### config.mk
export PLATFORM = sky130hd
export DESIGN_NAME = execute_muldiv_unit
export DESIGN_NICKNAME = d
export VERILOG_FILES = /design/src/rtl/execute_muldiv_unit.sv
export SDC_FILE = /design/constraint.sdc
export NUM_CORES = 2
export LEC_CHECK = 0
export CORE_ASPECT_RATIO = 1.5
export CORE_MARGIN = 4
export CORE_UTILIZATION = 45
export CTS_BUF_LIST = sky130_fd_sc_hd__clkbuf_4 sky130_fd_sc_hd__clkbuf_8
export DETAILED_ROUTE_END_ITERATION = 7
export GPL_ROUTABILITY_DRIVEN = 0
export PLACE_DENSITY = 0.6
export SLEW_MARGIN = 25
export SYNTH_ARGS = -nofsm -noshare
export SYNTH_HDL_FRONTEND = slang
export SYNTH_SLANG_ARGS = --single-unit
### constraint.sdc
create_clock -name clk -period 27.9 [get_ports clk]
set_input_delay 5.58 -clock clk [delete_from_list [all_inputs] [get_ports clk]]
set_output_delay 5.58 -clock clk [all_outputs]
set_load 0.03 [all_outputs]
### src/rtl/execute_muldiv_unit.sv
// rtl/execute_muldiv_unit.sv - iterative RV64M multiply/divide unit with valid/ready handshake
// Define MULDIV_EARLY_OUT_EN to retire trivial ops (div by zero, overflow, small quotient, zero multiply) early.
module execute_muldiv_unit #(
  parameter int XLEN  = 64,
  parameter int TAG_W = 16
) (
  input  logic             clk,
  input  logic             reset,
  input  logic             flush,
  input  logic             in_valid,
  output logic             in_ready,
  input  logic [2:0]       in_op,
  input  logic             in_word,
  input  logic [XLEN-1:0]  in_src1,
  input  logic [XLEN-1:0]  in_src2,
  input  logic [TAG_W-1:0] in_tag,
  output logic             out_valid,
  input  logic             out_ready,
  output logic [XLEN-1:0]  out_result,
  output logic [TAG_W-1:0] out_tag,
  output logic             busy
);
  localparam int CW = $clog2(XLEN + 1);

  typedef enum logic [1:0] {IDLE, CALC, DONE} state_t;
  state_t state;

  logic [2:0]        opReg;
  logic              wordReg, negAReg, negBReg, divZeroReg, ovfReg, skip;
  logic [XLEN-1:0]   aExtReg, dvsr, mplier, quo, rem;
  logic [2*XLEN-1:0] acc, mcand;
  logic [TAG_W-1:0]  tagReg;
  logic [CW-1:0]     cnt, nIter;

  // Request conditioning: extend per op/word, then split into sign and magnitude.
  logic            sgn1, sgn2, isDivIn, negA, negB, divZero, ovf, earlyHit;
  logic [XLEN-1:0] aExt, bExt, magA, magB, minVal;
  always_comb begin
    sgn1    = !(in_op == 3'd3 || in_op == 3'd5 || in_op == 3'd7);
    sgn2    = (in_op == 3'd0 || in_op == 3'd1 || in_op == 3'd4 || in_op == 3'd6);
    isDivIn = in_op[2];
    aExt    = in_word ? {{(XLEN-32){sgn1 & in_src1[31]}}, in_src1[31:0]} : in_src1;
    bExt    = in_word ? {{(XLEN-32){sgn2 & in_src2[31]}}, in_src2[31:0]} : in_src2;
    negA    = sgn1 & aExt[XLEN-1];
    negB    = sgn2 & bExt[XLEN-1];
    magA    = negA ? -aExt : aExt;
    magB    = negB ? -bExt : bExt;
    minVal  = in_word ? {{(XLEN-31){1'b1}}, 31'b0} : {1'b1, {(XLEN-1){1'b0}}};
    divZero = isDivIn && (magB == '0);
    ovf     = isDivIn && sgn1 && (aExt == minVal) && (bExt == '1);
  end

`ifdef MULDIV_EARLY_OUT_EN
  assign earlyHit = isDivIn ? (divZero || ovf || (magB > magA)) : ((magA == '0) || (magB == '0));
`else
  assign earlyHit = 1'b0;
`endif

  // Restoring divide step: borrow out of the subtract means the divisor did not fit.
  logic [XLEN:0] remTmp, remSub;
  assign remTmp = {rem, quo[XLEN-1]};
  assign remSub = remTmp - {1'b0, dvsr};
  assign nIter  = wordReg ? CW'(32) : CW'(XLEN);

  logic [2*XLEN-1:0] prod;
  logic [XLEN-1:0]   q, r, res;
  always_comb begin
    prod = (negAReg ^ negBReg) ? -acc : acc;
    q    = (negAReg ^ negBReg) ? -quo : quo;
    r    = negAReg ? -rem : rem;
    if (divZeroReg) begin
      q = '1;
      r = aExtReg;
    end else if (ovfReg) begin
      q = aExtReg;
      r = '0;
    end
    case (opReg)
      3'd0:             res = prod[XLEN-1:0];
      3'd1, 3'd2, 3'd3: res = prod[2*XLEN-1:XLEN];
      3'd4, 3'd5:       res = q;
      default:          res = r;
    endcase
    if (wordReg) res = {{(XLEN-32){res[31]}}, res[31:0]};
  end

  always_ff @(posedge clk) begin
    if (reset) begin
      state      <= IDLE;
      out_result <= '0;
      out_tag    <= '0;
      cnt        <= '0;
      skip       <= 1'b0;
    end else if (flush) begin
      state <= IDLE;
    end else begin
      case (state)
        IDLE: if (in_valid) begin
          opReg      <= in_op;
          wordReg    <= in_word;
          negAReg    <= negA;
          negBReg    <= negB;
          divZeroReg <= divZero;
          ovfReg     <= ovf;
          aExtReg    <= aExt;
          tagReg     <= in_tag;
          skip       <= earlyHit;
          acc        <= '0;
          mcand      <= {{XLEN{1'b0}}, magA};
          mplier     <= magB;
          dvsr       <= magB;
          rem        <= earlyHit ? magA : '0;
          quo        <= earlyHit ? '0 : (in_word ? (magA << (XLEN-32)) : magA);
          cnt        <= '0;
          state      <= CALC;
        end
        CALC: if (cnt == nIter) begin
          out_result <= res;
          out_tag    <= tagReg;
          state      <= DONE;
        end else if (skip) begin
          cnt <= nIter;
        end else begin
          if (mplier[0]) acc <= acc + mcand;
          mcand  <= mcand << 1;
          mplier <= mplier >> 1;
          rem    <= remSub[XLEN] ? remTmp[XLEN-1:0] : remSub[XLEN-1:0];
          quo    <= {quo[XLEN-2:0], ~remSub[XLEN]};
          cnt    <= cnt + 1'b1;
        end
        DONE: if (out_ready) state <= IDLE;
        default: state <= IDLE;
      endcase
    end
  end

  assign in_ready  = (state == IDLE);
  assign out_valid = (state == DONE);
  assign busy      = (state != IDLE);
endmodule
### Word-level counts from Yosys, hierarchy flattened

Cells that the tools add are included.

* add/subtract/negate cells: 8
* equality and inequality tests: 21
* multiplexer cells: 40
* bitwise logic cells: 8
* reduce and logical (&&, ||, !) cells: 25

Operators by type and width (number)
* $mux 64: 19
* $mux 128: 6
* $pmux 128 s2: 2
* $pmux 64 s2: 3
* $neg 64->64: 4
* $pmux 64 s3: 1
* $add 128x128->128: 1
* $neg 128->128: 1
* $sub 65x64->65: 1
* $eq 64x64->1: 1
* $eq 64x64->1 const B: 1
* $logic_not 64->1: 1
* $mux 63: 1
* $mux 7: 3
* $eq 3x3->1 const B: 6
* $pmux 7 s2: 1
* $eq 3x2->1 const B: 3
* $ne 2x2->1 const B: 4
* $reduce_and 4->1: 2
* $add 7x1->7 const B: 1
* $eq 7x7->1: 1
* $eq 3x1->1 const B: 2
* $logic_not 3->1: 2
* $mux 2: 3
* 17 further kinds: 32

* flip-flop bits (word level): 689
* output and inout port bits: 83
* word-level logic and storage cells: 120

### Logic depth before layout (Yosys ltp)

* depth after elaboration: 11
* depth in mapped cells: 16
* gate-level depth less buffers: 14

### Worst setup path before layout

OpenSTA, ideal clock, no wires.

* kind: input to register
* from: input in_valid
* to: register acc[0], enable pin
* library setup time: 0.498 ns
* arrival: 22.928 ns
* required time: 27.402 ns
* setup slack: 4.475 ns
* stages on the path: 4
* path buffers: 0
* path through: nor2_1 -> a2111o_1 -> nor2_1 -> o21a_1

* longest elaborated chain between the ends: 2

Ends and longest elaborated chain
* start: declaration: RTL line 10 `input logic in_valid,`
* $ne 2x2->1 (no source line)
* $reduce_and 6->1 (no source line)
* end signal: assignment: RTL line 124 `if (mplier[0]) acc <= acc + mcand;`
* end: declaration: RTL line 31 `logic [2*XLEN-1:0] acc, mcand;`

Every way passes these cells.
A chain may end at the register's enable or synchronous reset.

### Final worst setup path

* from: input in_op[2]
* to: register quo[61] (data pin)

* longest elaborated chain between the ends: 11
* elaborated cells on any way between the ends: 14
* classes of those cells: add/sub (1); eq/ne (3); mux (5); bitwise (2); reduce/logical (3)

Ends and longest elaborated chain
* start: declaration: RTL line 12 `input logic [2:0] in_op,`
* $eq 3x2->1 or $eq 3x3->1 (tied branches): RTL line 39 `sgn1 = !(in_op == 3'd3 || in_op == 3'd5 || in_op == 3'd7);`
* $logic_or 1x1->1: RTL line 39
* $logic_or 1x1->1 *: RTL line 39
* $logic_not 1->1 *: RTL line 39
* $and 1x1->1 *: RTL line 42 `aExt = in_word ? {{(XLEN-32){sgn1 & in_src1[31]}}, in_src1[31:0]} : in_src1;`
* $mux 64 *: RTL line 42
* via aExt[37]: RTL line 37 `logic [XLEN-1:0] aExt, bExt, magA, magB, minVal;`
* $neg 64->64 *: RTL line 46 `magA = negA ? -aExt : aExt;`
* $mux 64 *: RTL line 46
* $mux 64 *: RTL line 113 `quo <= earlyHit ? '0 : (in_word ? (magA << (XLEN-32)) : magA);`
* $mux 64 *: RTL line 98 `IDLE: if (in_valid) begin`
* $pmux 64 s2 *: RTL line 97 `case (state)`
* end signal: assignment: RTL line 113
* end signal: assignment: RTL line 128 `quo <= {quo[XLEN-2:0], ~remSub[XLEN]};`
* end: declaration: RTL line 30 `logic [XLEN-1:0] aExtReg, dvsr, mplier, quo, rem;`

The timed path passes the listed nets; every way through them passes the cells marked *. The select of a mux whose other input is x is not followed.

==> impl_metrics.env <==
export IMPL_yosysTopAreaCellShare_pct=36.0
export IMPL_synth_compound_area_share_pct=21.0
export IMPL_cts_resized=0
export IMPL_clock_sinks=689
export IMPL_async_flop_share_pct=0
export IMPL_p_leak_nw=20.4
export IMPL_critPathMaxFanout=28
export IMPL_critical_path_class="in2reg"
export IMPL_status="complete, but fails checks"
export IMPL_violations="DRC"
export IMPL_post_route_period_util_pct=33.3
export IMPL_grt_antenna_before_repair=28
export IMPL_fin_worst_skew_ns=0.0772
export IMPL_fp_dieH_um=417
export IMPL_yosysMostFrequentCell="nor2_1"
export IMPL_dp_cells=7176
export IMPL_vias=48100
export IMPL_drtAntennaViolNets=0
export IMPL_end_kind="register"
export IMPL_core_area_um2=110000
export IMPL_io_buffers=235
export IMPL_layout_min_cycle_time_ns=9.28
export IMPL_drt_wirelength_per_cell_um=30.1
export IMPL_drt_pass1_iter_count=8
export IMPL_timing_final_ws_setup_ns=18.62
export IMPL_grt_pass1_wl_um=318000
export IMPL_synthFlopType="edfxtp_1"
export IMPL_clk_pin_slew_ns=0.06
export IMPL_pre_cts_slack_ns=17.95
export IMPL_irDropWorstVdd_uv=31.7
export IMPL_ys_seq_area_share_pct=39.5
export IMPL_numCtsBuffers=117
export IMPL_tightest_slew_ns=1.24
export IMPL_cts_tree="built"
export IMPL_synth_area_leaders="edfxtp_1 36%, nor2_1 5.5%, a21oi_1 5.1%"
export IMPL_synth_nets=6107
export IMPL_drive_gt1_share_pct=6.01
export IMPL_drc_errors=3
export IMPL_drv_cap=0
export IMPL_stdcell_count=7423
export IMPL_drt_iter0_markers=5705
export IMPL_ys_seq_elements=689
export IMPL_rsz0062_at_grt="no"
export IMPL_cts_setup_buffers=0
export IMPL_ctsHtreeMaxLevel=3
export IMPL_holdWs_ns=0.453
export IMPL_cp_required_ns=28.46
export IMPL_syn_avg_cell_area_um2=8.71
export IMPL_viasPerCell=6.48
export IMPL_syn_to_final_growth_pct=12.4
export IMPL_fmax_mhz=108
export IMPL_power_mw=2.81
export IMPL_track_usage_pct=37.4
export IMPL_hp_class="reg2reg"
export IMPL_yosys_warnings=0
export IMPL_synth_cell_type_count=90
export IMPL_initial_utilization_pct=45.5
export IMPL_overflow=0
export IMPL_wirelength_um=223000
export IMPL_fin_tns_setup_ns=0
export IMPL_finalSetupViolCount=0
export IMPL_start_kind="input port"
export IMPL_clk_latency_ns=0.88
export IMPL_die_w_um=280
export IMPL_synth_top_family_by_area="compound AO/OA/AOI/OAI gates"
export IMPL_syn_inst=5753
export IMPL_synth_edf_count=600
export IMPL_hpwlAfterDp_um=168000
export IMPL_grt_pass1_vias=45900
export IMPL_synth_common_cells="732 x nor2_1, 600 x edfxtp_1, 537 x nand2_1"
export IMPL_clockBufferDepth=3
export IMPL_p_per_area_nw_per_um2=50.0
export IMPL_ios=236
export IMPL_slew_headroom_pct=16.6
export IMPL_nets=6215
export IMPL_synth_area_mux_share_pct=2.61
export IMPL_cts_hold_buffers=0
export IMPL_synth_largest_area_cell="edfxtp_1"
export IMPL_root_buffer="clkbuf_8"
export IMPL_arrival_ns=9.84
export IMPL_synthAdderAreaFrac_pct=5.05
export IMPL_grt_max_degree=153
export IMPL_num_rows=149
export IMPL_final_hold_viol_count=0
export IMPL_synth_xor_area_share_pct=9.06
export IMPL_yosys_area_share_simple_pct=18.8
export IMPL_netlist_area_um2=50100
export IMPL_dieArea_um2=117000
export IMPL_slew_violations=0
-- stage by stage --
step	cell area (um^2)	utilization, %
2_1_floorplan	50100	-
3_3_place_gp	53600	48.6
3_5_place_dp	53600	48.7
4_1_cts	56200	51.0
5_1_grt	56200	51.0
6_report	56300	51.1
-- critical path: stages --
cell and delay, ns:
clkdlybuf4s50_1 0.68, o21ai_0 0.34, nand3_1 0.79, o21ai_0 0.42, or3_1 0.48, nor3_1 0.42
o211ai_1 0.21, nor2_1 0.35, a31oi_1 0.15, xor2_1 0.18, o21ai_0 0.15, a21oi_1 0.08
-- path summary, 6_finish.rpt --
path	from	endpoint	slack, ns	cells after the start
min	out_result[22]$_SDFFE_PP0P_	out_result[22]$_SDFFE_PP0P_	0.45	2
max reg2reg	acc[10]$_SDFFCE_PN0P_	out_result[50]$_SDFFE_PP0P_	22.09	11
min reg2reg	out_result[22]$_SDFFE_PP0P_	out_result[22]$_SDFFE_PP0P_	0.45	2
max	in_op[2]	quo[61]$_DFFE_PP_	18.62	12
-- kinds of logic (layout without fill, tap and decap cells) --
logic type | after synthesis | count (layout)
muxes | 127 | 127
and+or+nand+nor | 2023 | 2023
DFF | 689 | 689
adders and majority gates | 201 | 201
buffers and inverters | 510 | 718
AOI/OAI and AO/OA | 1685 | 1685
other | 0 | 28
xor gates and xnor gates | 518 | 518
-- power breakdown --
part / internal (mW) / switching, mW / total [mW]
Sequential: 1.17 / 0.0511 / 1.22
Clock: 0.563 / 0.477 / 1.04
Combinational: 0.186 / 0.367 / 0.553
Total: 1.92 / 0.895 / 2.81
-- placed cells by master, fill, tap and decap left out, types with 36 or more instances in the layout --
cell type	synthesis	final
nor2_1	732	729
edfxtp_1	600	600
nand2_1	537	536
a21oi_1	514	514
o21ai_0	402	399
xnor2_1	274	273
xor2_1	244	242
clkdlybuf4s50_1	0	233
inv_1	205	203
ha_1	199	199
nor3_1	158	157
clkbuf_8	0	124
a21o_1	108	108
mux2i_1	96	96
nand4_1	93	93
and2_1	91	90
dfxtp_1	89	89
o31ai_1	87	87
a211oi_1	70	70
or3_1	68	68
a31oi_1	68	68
nand3_1	63	63
nor4_1	63	62
o21bai_1	57	57
buf_4	1	52
or4_1	44	44
o21a_1	44	43
a221oi_1	43	43
nand2b_1	38	37
clkbuf_4	0	36
-- area by class of cell --
class	count	area, um^2
Fill cell	10500	53900
Multi-Input combinational cell	4554	28400
Sequential cell	689	19800
Timing Repair Buffer	292	2840
Clock buffer	160	1980
Tap cell	1434	1790
Inverter	207	777
Clock inverter	59	588
Antenna cell	28	70.1
-- per-layer routing --
| layer | GRT usage (%) | part of all wire (%) | up-vias |
|---|---|---|---|
| met5 | 0.0841 | 0.025 | - |
| met4 | 37.3 | 13 | 8 |
| met3 | 10.5 | 8.6 | 992 |
| met2 | 60.2 | 46 | 2820 |
| met1 | 38.2 | 33 | 22900 |
| li1 | - | - | 21400 |
-- flip-flops by register name (all words and copies together), names as in the netlist, 2 cells and up --
name,count
aExtReg,64
acc,128
cnt,7
dvsr,64
mcand,128
mplier,64
opReg,3
out_result,64
out_tag,16
quo,64
rem,64
state,2
tagReg,16
Note: power is estimated with default switching activity, not from simulation.
